## src/rtl/dff_rr_arbiter_if.sv

```systemverilog
// Request/grant bus between N requesters and the shared-register arbiter.
interface dff_rr_arbiter_if #(
    parameter int unsigned N = 4,
    parameter int unsigned W = 8
);
    localparam int unsigned OWN_W = $clog2(N);

    logic [N-1:0]     req;
    logic [N-1:0]     lock;
    logic [N*W-1:0]   din;
    logic [N-1:0]     gnt;
    logic [OWN_W-1:0] owner;
    logic             busy;
    logic [W-1:0]     q;

    // Requester side drives requests and data, observes grant and register.
    modport master (
        output req, lock, din,
        input  gnt, owner, busy, q
    );

    // Arbiter side owns the register and grant outputs.
    modport slave (
        input  req, lock, din,
        output gnt, owner, busy, q
    );
endinterface

```

## src/rtl/dff_rr_arbiter.sv

```systemverilog
// Round-robin arbiter owning one shared W-bit register; a locked owner may
// keep it for up to MAX_HOLD consecutive cycles. All outputs are flops.
module dff_rr_arbiter #(
    parameter int unsigned N        = 4,
    parameter int unsigned W        = 8,
    parameter int unsigned MAX_HOLD = 4
) (
    input  logic            i_clk,
    input  logic            i_rst,
    dff_rr_arbiter_if.slave bus
);
    localparam int unsigned PTR_W = $clog2(N);
    localparam int unsigned CNT_W = $clog2(MAX_HOLD + 1);

    typedef enum logic [1:0] {
        ST_IDLE  = 2'd0,
        ST_GRANT = 2'd1,
        ST_HOLD  = 2'd2
    } state_t;

    state_t             r_state;
    logic [PTR_W-1:0]   r_ptr;
    logic [CNT_W-1:0]   r_cnt;
    logic [N-1:0]       r_gnt;
    logic [PTR_W-1:0]   r_owner;
    logic               r_busy;
    logic [W-1:0]       r_q;

    state_t             w_state_nxt;
    logic [PTR_W-1:0]   w_ptr_nxt;
    logic [CNT_W-1:0]   w_cnt_nxt;
    logic [N-1:0]       w_gnt_nxt;
    logic [PTR_W-1:0]   w_owner_nxt;
    logic               w_busy_nxt;
    logic [W-1:0]       w_q_nxt;
    logic               w_found;
    logic [PTR_W-1:0]   w_sel;
    logic [PTR_W-1:0]   w_idx;
    logic               w_cont;

    // State and output register bank; reset clears everything at once.
    always_ff @(posedge i_clk or posedge i_rst) begin
        if (i_rst) begin
            r_state <= ST_IDLE;
            r_ptr   <= '0;
            r_cnt   <= '0;
            r_gnt   <= '0;
            r_owner <= '0;
            r_busy  <= 1'b0;
            r_q     <= '0;
        end else begin
            r_state <= w_state_nxt;
            r_ptr   <= w_ptr_nxt;
            r_cnt   <= w_cnt_nxt;
            r_gnt   <= w_gnt_nxt;
            r_owner <= w_owner_nxt;
            r_busy  <= w_busy_nxt;
            r_q     <= w_q_nxt;
        end
    end

    // Next-state decision: locked continuation, else round-robin grant, else idle.
    always_comb begin
        w_state_nxt = ST_IDLE;
        w_ptr_nxt   = r_ptr;
        w_cnt_nxt   = '0;
        w_gnt_nxt   = '0;
        w_owner_nxt = r_owner;
        w_busy_nxt  = 1'b0;
        w_q_nxt     = r_q;
        w_found     = 1'b0;
        w_sel       = '0;
        w_idx       = '0;

        // First requester at or after the pointer, wrapping modulo N.
        for (int unsigned k = 0; k < N; k++) begin
            w_idx = PTR_W'((32'(r_ptr) + k) % N);
            if (!w_found && bus.req[w_idx]) begin
                w_found = 1'b1;
                w_sel   = w_idx;
            end
        end

        w_cont = (r_state != ST_IDLE) && bus.req[r_owner] && bus.lock[r_owner]
                 && (r_cnt < CNT_W'(MAX_HOLD));

        if (w_cont) begin
            w_state_nxt = ST_HOLD;
            w_cnt_nxt   = r_cnt + CNT_W'(1);
            w_gnt_nxt   = r_gnt;
            w_busy_nxt  = 1'b1;
            w_q_nxt     = bus.din[32'(r_owner) * W +: W];
        end else if (w_found) begin
            w_state_nxt = ST_GRANT;
            w_cnt_nxt   = CNT_W'(1);
            w_gnt_nxt   = N'(1) << w_sel;
            w_owner_nxt = w_sel;
            w_busy_nxt  = 1'b1;
            w_q_nxt     = bus.din[32'(w_sel) * W +: W];
            w_ptr_nxt   = PTR_W'((32'(w_sel) + 32'd1) % N);
        end
    end

    assign bus.gnt   = r_gnt;
    assign bus.owner = r_owner;
    assign bus.busy  = r_busy;
    assign bus.q     = r_q;
endmodule

```

## src/flat_wrapper.sv

```systemverilog
// flat-port wrapper written by rule: the top's interface ports become plain ports
module dff_rr_arbiter_flat 
#(
    parameter int unsigned N        = 4,
    parameter int unsigned W        = 8,
    parameter int unsigned MAX_HOLD = 4
)
  (i_clk, i_rst, bus_req, bus_lock, bus_din, bus_gnt, bus_owner, bus_busy, bus_q);
  dff_rr_arbiter_if #(.N(N), .W(W)) bus_i ();
  input  logic i_clk;
  input  logic i_rst;
  input wire logic [$bits(bus_i.req)-1:0] bus_req;
  input wire logic [$bits(bus_i.lock)-1:0] bus_lock;
  input wire logic [$bits(bus_i.din)-1:0] bus_din;
  output wire logic [$bits(bus_i.gnt)-1:0] bus_gnt;
  output wire logic [$bits(bus_i.owner)-1:0] bus_owner;
  output wire logic [$bits(bus_i.busy)-1:0] bus_busy;
  output wire logic [$bits(bus_i.q)-1:0] bus_q;
  assign bus_i.req = bus_req;
  assign bus_i.lock = bus_lock;
  assign bus_i.din = bus_din;
  assign bus_gnt = bus_i.gnt;
  assign bus_owner = bus_i.owner;
  assign bus_busy = bus_i.busy;
  assign bus_q = bus_i.q;
  dff_rr_arbiter #(.N(N), .W(W), .MAX_HOLD(MAX_HOLD)) u_core (.i_clk(i_clk), .i_rst(i_rst), .bus(bus_i));
endmodule
```

## config.mk

```make
export PLATFORM = sky130hd
export DESIGN_NAME = dff_rr_arbiter_flat
export DESIGN_NICKNAME = d
export VERILOG_FILES = /design/src/rtl/dff_rr_arbiter_if.sv /design/src/rtl/dff_rr_arbiter.sv /design/src/flat_wrapper.sv
export SDC_FILE = /design/constraint.sdc
export NUM_CORES = 1
export LEC_CHECK = 0
export CAP_MARGIN = 20
export CORE_MARGIN = 5
export CORE_UTILIZATION = 25
export DETAILED_ROUTE_END_ITERATION = 8
export SLEW_MARGIN = 20
export SYNTH_ARGS = -nofsm -noshare
export SYNTH_HDL_FRONTEND = slang
export SYNTH_SLANG_ARGS = --single-unit
```

## constraint.sdc

```tcl
create_clock -name i_clk -period 2.6 [get_ports i_clk]
set_input_delay 0.26 -clock i_clk [delete_from_list [all_inputs] [get_ports i_clk]]
set_output_delay 0.26 -clock i_clk [all_outputs]
set_load 0.005 [all_outputs]
```

# Word level (Yosys, flattened, before mapping)
# Cells that the tools add are included.
dict set report word_totals {
  ff_bits 22
  inputBits 42
  out_inout_bits 15
  wordCells 63
}
dict set report op_classes {
  n_addsub 5
  magnitude_cmp 6
  n_shift 3
  n_mux 29
  n_bitwise 1
  reduce_logical 12
}
# op n
set op_table {}
lappend op_table {{32-bit by 6-bit indexed part select with 8-bit output} 2}
lappend op_table {{8-bit 2-to-1 mux} 2}
lappend op_table {{2-bit by 3-bit less-than comparator with 1-bit output, second input constant} 5}
lappend op_table {{1-bit 2-to-1 mux} 14}
lappend op_table {{1-bit binary-select mux with 2-bit select} 6}
lappend op_table {{2-bit 2-to-1 mux} 5}
lappend op_table {{1-bit logical AND} 6}
lappend op_table {{2-bit by 1-bit adder with 2-bit output, second input constant} 2}
lappend op_table {{2-bit adder, second input constant} 2}
lappend op_table {{4-bit 2-to-1 mux} 1}
lappend op_table {{2-bit nonzero test} 2}
lappend op_table {{1-bit by 2-bit << shifter with 4-bit output, first input constant} 1}
lappend op_table {{3-bit by 1-bit adder with 3-bit output, second input constant} 1}
lappend op_table {{1-bit zero test} 3}
lappend op_table {{3-bit less-than comparator, second input constant} 1}
lappend op_table {{3-bit 2-to-1 mux} 1}
lappend op_table {{2-bit AND reduction} 1}
lappend op_table {{1-bit inverter} 1}

# Depth between registers and ports, before layout
dict set report logic_depth {
  ltp_word 15
  ltp_mapped 8
  mapped_depth_nobuf 7
}

# Worst setup path after synthesis
# No wires, ideal clock.
dict set report synth_timing {
  path_kind {reg2reg}
  startpoint {register u_core.r_owner[1], in the netlist u_core.bus.owner[1]}
  endpoint {register u_core.r_q[0], in the netlist u_core.bus.q[0]}
  setup_ns 0.087
  arrival_time_ns 1.836
  t_required_ns 2.513
  setup_slack_ns 0.677
  stages_incl_launch_ff 8
  n_path_buf 1
  synth_period_minus_slack_ns 1.923
  cell_sequence {dfrtp_1 -> inv_2 -> a311o_1 -> a211o_1 -> o21a_1 -> buf_4 -> mux2i_1 -> a211oi_2}
}
dict set report synth_between {
  elab_chain_len 6
  elab_cells_between_ends 10
  classes_between {shift: 1; mux: 5; reduce/logical: 4}
}
# item line_no
set synth_lines {}
lappend synth_lines {{start: declaration} dff_rr_arbiter.sv:25} ;# logic [PTR_W-1:0] r_owner;
lappend synth_lines {{start signal: assignment} dff_rr_arbiter.sv:56} ;# r_owner <= w_owner_nxt;
lappend synth_lines {{branches (longest 6 deep; another with 32-bit by 6-bit indexed part select with 8-bit output)} --}
lappend synth_lines {{end signal: assignment} dff_rr_arbiter.sv:58} ;# r_q <= w_q_nxt;
lappend synth_lines {{end: declaration} dff_rr_arbiter.sv:27} ;# logic [W-1:0] r_q;
# Parallel ways; which one is timed is not known. The select of a mux whose other input is x is not followed.
# A chain may end at the register's enable or synchronous reset.

# Worst setup path after layout
dict set report layout_timing {
  startpoint {input port bus_req[0]}
  endpoint {register u_core.r_q[1], in the netlist u_core.bus.q[1]}
}
dict set report layout_between {
  elab_chain_len 15
  elab_cells_between_ends 31
  classes_between {shift: 1; mux: 20; reduce/logical: 10}
}
# item line_no
set layout_lines {}
lappend layout_lines {{start: declaration} flat_wrapper.sv:12} ;# input wire logic [$bits(bus_i.req)-1:0] bus_req;
lappend layout_lines {{1-bit binary-select mux with 2-bit select} dff_rr_arbiter.sv:78} ;# if (!w_found && bus.req[w_idx]) begin
lappend layout_lines {{1-bit 2-to-1 mux (implied by the code)} dff_rr_arbiter.sv:78}
lappend layout_lines {{1-bit 2-to-1 mux} dff_rr_arbiter.sv:78}
lappend layout_lines {{1-bit zero test} dff_rr_arbiter.sv:78}
lappend layout_lines {{1-bit logical AND} dff_rr_arbiter.sv:78}
lappend layout_lines {{1-bit 2-to-1 mux} dff_rr_arbiter.sv:78}
lappend layout_lines {{1-bit zero test} dff_rr_arbiter.sv:78}
lappend layout_lines {{1-bit logical AND} dff_rr_arbiter.sv:78}
lappend layout_lines {{1-bit 2-to-1 mux} dff_rr_arbiter.sv:78}
lappend layout_lines {{1-bit zero test} dff_rr_arbiter.sv:78}
lappend layout_lines {{1-bit logical AND} dff_rr_arbiter.sv:78}
lappend layout_lines {{2-bit 2-to-1 mux} dff_rr_arbiter.sv:78}
lappend layout_lines {{32-bit by 6-bit indexed part select with 8-bit output} dff_rr_arbiter.sv:99} ;# w_q_nxt = bus.din[32'(w_sel) * W +: W];
lappend layout_lines {{8-bit 2-to-1 mux} dff_rr_arbiter.sv:93} ;# end else if (w_found) begin
lappend layout_lines {{8-bit 2-to-1 mux} dff_rr_arbiter.sv:87} ;# if (w_cont) begin
# Several ways; a longest one is shown, not always the timed one. The select of a mux whose other input is x is not followed.

==> impl_metrics.tcl <==
set metrics [dict create \
    status "complete, no violations" \
    yosysSeqAreaShare 0.428 \
    fin_setup_tns_ns 0 \
    rsz0062_at_grt "false" \
    hold_buffers 0 \
    rr_endpoint "u_core.bus.q[1]" \
    num_antenna_cells 0 \
    cap_violations 0 \
    final_common_cell "clkdlybuf4s50_1" \
    yosys_warnings 0 \
    critPathArrivalTime_ns 2.35 \
    core_area_mm2 0.00504 \
    ys_types 32 \
    firstDrtPassIters 4 \
    fin_area_mm2 0.00199 \
    min_path_type "flop to flop" \
    place.port_buffers 56 \
    cts_root_buffer "clkbuf_8" \
    cts.sinks 22 \
    power_leakage_uw 0.000827 \
    crit_type "input pin to flop" \
    worst_pin_slew_ns 0.857 \
    whs_endpoint "u_core.r_cnt[0]" \
    ant_nets 0 \
    row_count 26 \
    die_x_um 81.8 \
    cts_tree "yes" \
    ys_ff_latch 22 \
    post-cts-setup-buffers 0 \
    clkTransAtPathRegs_ns 0.08 \
    grt_pass1_vias 1153 \
    most-common-layout-cells "clkdlybuf4s50_1, dfrtp_1, nand2_1, nor2_1" \
    num-fill-cells 517 \
    multi_input_area_um2 679 \
    grt_pass1_wl_mm 5.60 \
    die-area_mm2 0.00669 \
    syn_to_final_growth_pct 54.6 \
    syn_avg_cell_area_um2 10.3 \
    worst_hold_startpoint "u_core.r_cnt[0]" \
    final.period_utilization 0.853 \
    r2r-start "u_core.bus.owner[1]" \
    drt_iter0_drc 64 \
    placed_area_mm2 0.00195 \
    syn_inst 125 \
    seqCellArea_um2 551 \
    drt_wl_total_mm 3.54 \
    vias 1128 \
    overflow 0 \
    fin_skew_ns 0.00332 \
    initial_core_util 0.255 \
    final_cells 255 \
    synth_fp_nets 172 \
    vias_per_cell 4.42 \
    grt_usage 0.108 \
    clk_latency_ns 0.25 \
    fmax_mhz 451 \
    reg2reg_depth 6 \
    hold_path_depth 1 \
    place_hpwl_mm 2.74 \
    hold_ws_ns 0.451 \
    slew_headroom 0.428 \
    hold_viol 0 \
    synth_area_mm2 0.00129 \
    drive_above_1_share 0.119 \
    antenna_found_initial 0 \
    avgRoutedWirePerCell_um 13.9 \
    setup-violations-final 0 \
    grt_start_max_net_pins 23 \
    drc_errors 0 \
    ff2ff_setup_slack_ns 0.40 \
    critPathMaxFanout 9 \
    peakVddDrop_uv 551 \
    startpoint_type "input pin" \
    nets 234 \
    clock_path_buffers 2 \
    crit_required_ns 2.74 \
    powerDensity_mw_per_mm2 1080 \
    gp_congestion 0.804 \
    io_pins 57 \
    cts_made_buffers 3 \
    end_kind "flop" \
    cts_resized 0 \
    period_needed_ns 2.22 \
    slew_violations 0 \
    finalPower_uw 2140 \
    htreeDepth 1 \
    fp.dieH_um 81.8 \
    dp_cells 252 \
]
-- flip-flops by register name, summed over array words and instances, names as in the netlist --
| register | count |
|---|---|
| u_core.bus.busy | 1 |
| u_core.r_cnt | 3 |
| u_core.bus.q | 8 |
| u_core.bus.gnt | 4 |
| u_core.r_ptr | 2 |
| u_core.bus.owner | 2 |
| u_core.r_state | 2 |
-- worst max-delay path, stage by stage --
cell	delay (ns)
clkdlybuf4s50_1	0.55
a211oi_1	0.09
a311o_1	0.35
a31oi_4	0.29
o21a_1	0.44
mux2i_1	0.27
a211oi_2	0.09
-- routing by layer --
metal	global-route usage	vias to the layer above	wire length (µm)
met5	0	-	0
met4	0.0199	0	19
met3	0.0318	2	238
met2	0.176	28	1650
met1	0.142	525	1620
li1	-	573	-
-- Yosys cell counts --
library cell,n,area (µm²)
inv_1,6,22.5
a221oi_1,8,70.1
and2_4,1,8.76
nor4_1,1,6.26
a31oi_4,1,21.3
mux2_2,1,11.3
a21oi_1,3,15.0
buf_4,1,7.51
a211oi_2,7,87.6
o21ai_0,6,30.0
a311o_1,1,10.0
nand2_1,11,41.3
and2_1,9,56.3
buf_2,1,5.00
a21o_1,1,7.51
o21a_1,2,15.0
inv_2,1,3.75
nand2b_1,3,18.8
buf_6,1,11.3
o22ai_2,1,12.5
clkbuf_1,2,7.51
o21bai_1,1,7.51
o32a_1,1,10.0
nor2b_1,2,12.5
nor2_1,11,41.3
dfrtp_1,22,551
nand3_1,2,10.0
o21ai_2,1,8.76
ha_1,5,62.6
a211oi_1,1,7.51
a211o_1,2,17.5
mux2i_1,9,90.1
-- how the worst max path moves through the flow --
stage | from | endpoint | slack (ns) | depth (start not counted)
CTS | bus_req[2] | u_core.bus.q[0] | 0.36 | 8
finish | bus_req[0] | u_core.bus.q[1] | 0.38 | 7
global placement | bus_req[2] | u_core.bus.q[0] | 0.08 | 8
global route | u_core.bus.owner[1] | u_core.bus.q[0] | 0.20 | 6
detailed placement | bus_req[0] | u_core.bus.q[1] | 0.08 | 7
floorplan | u_core.bus.owner[1] | u_core.bus.q[0] | 0.68 | 7
-- report_power, final --
group	leakage, µW	internal [µW]	total [µW]	switching, µW
clock network	0.0000216	103	210	107
logic	0.000544	681	1320	644
registers	0.000261	504	609	105
total	0.000827	1290	2140	855
-- kinds of logic after synthesis --
family,synth area share
simple gates,0.152
compound gates,0.249
flops,0.428
buf+inv,0.0447
mux,0.0787
fa+ha+maj,0.0486
-- final cells by class --
| class | instances | area share |
|---|---|---|
| multi-input combinational | 91 | 0.341 |
| clock buffer | 3 | 0.0207 |
| sequential | 22 | 0.277 |
| timing repair buffer | 62 | 0.304 |
| tap | 70 | 0.0440 |
| inverter | 7 | 0.0132 |
-- stage by stage --
stage                     setup WS [ns]  utilization
after CTS                         0.361        0.395
after global placement           0.0808        0.387
final                             0.383        0.395
after floorplan                   0.677            -
after global routing              0.202        0.395
after detailed placement         0.0788        0.387
Power figures use the tool's default switching activity.
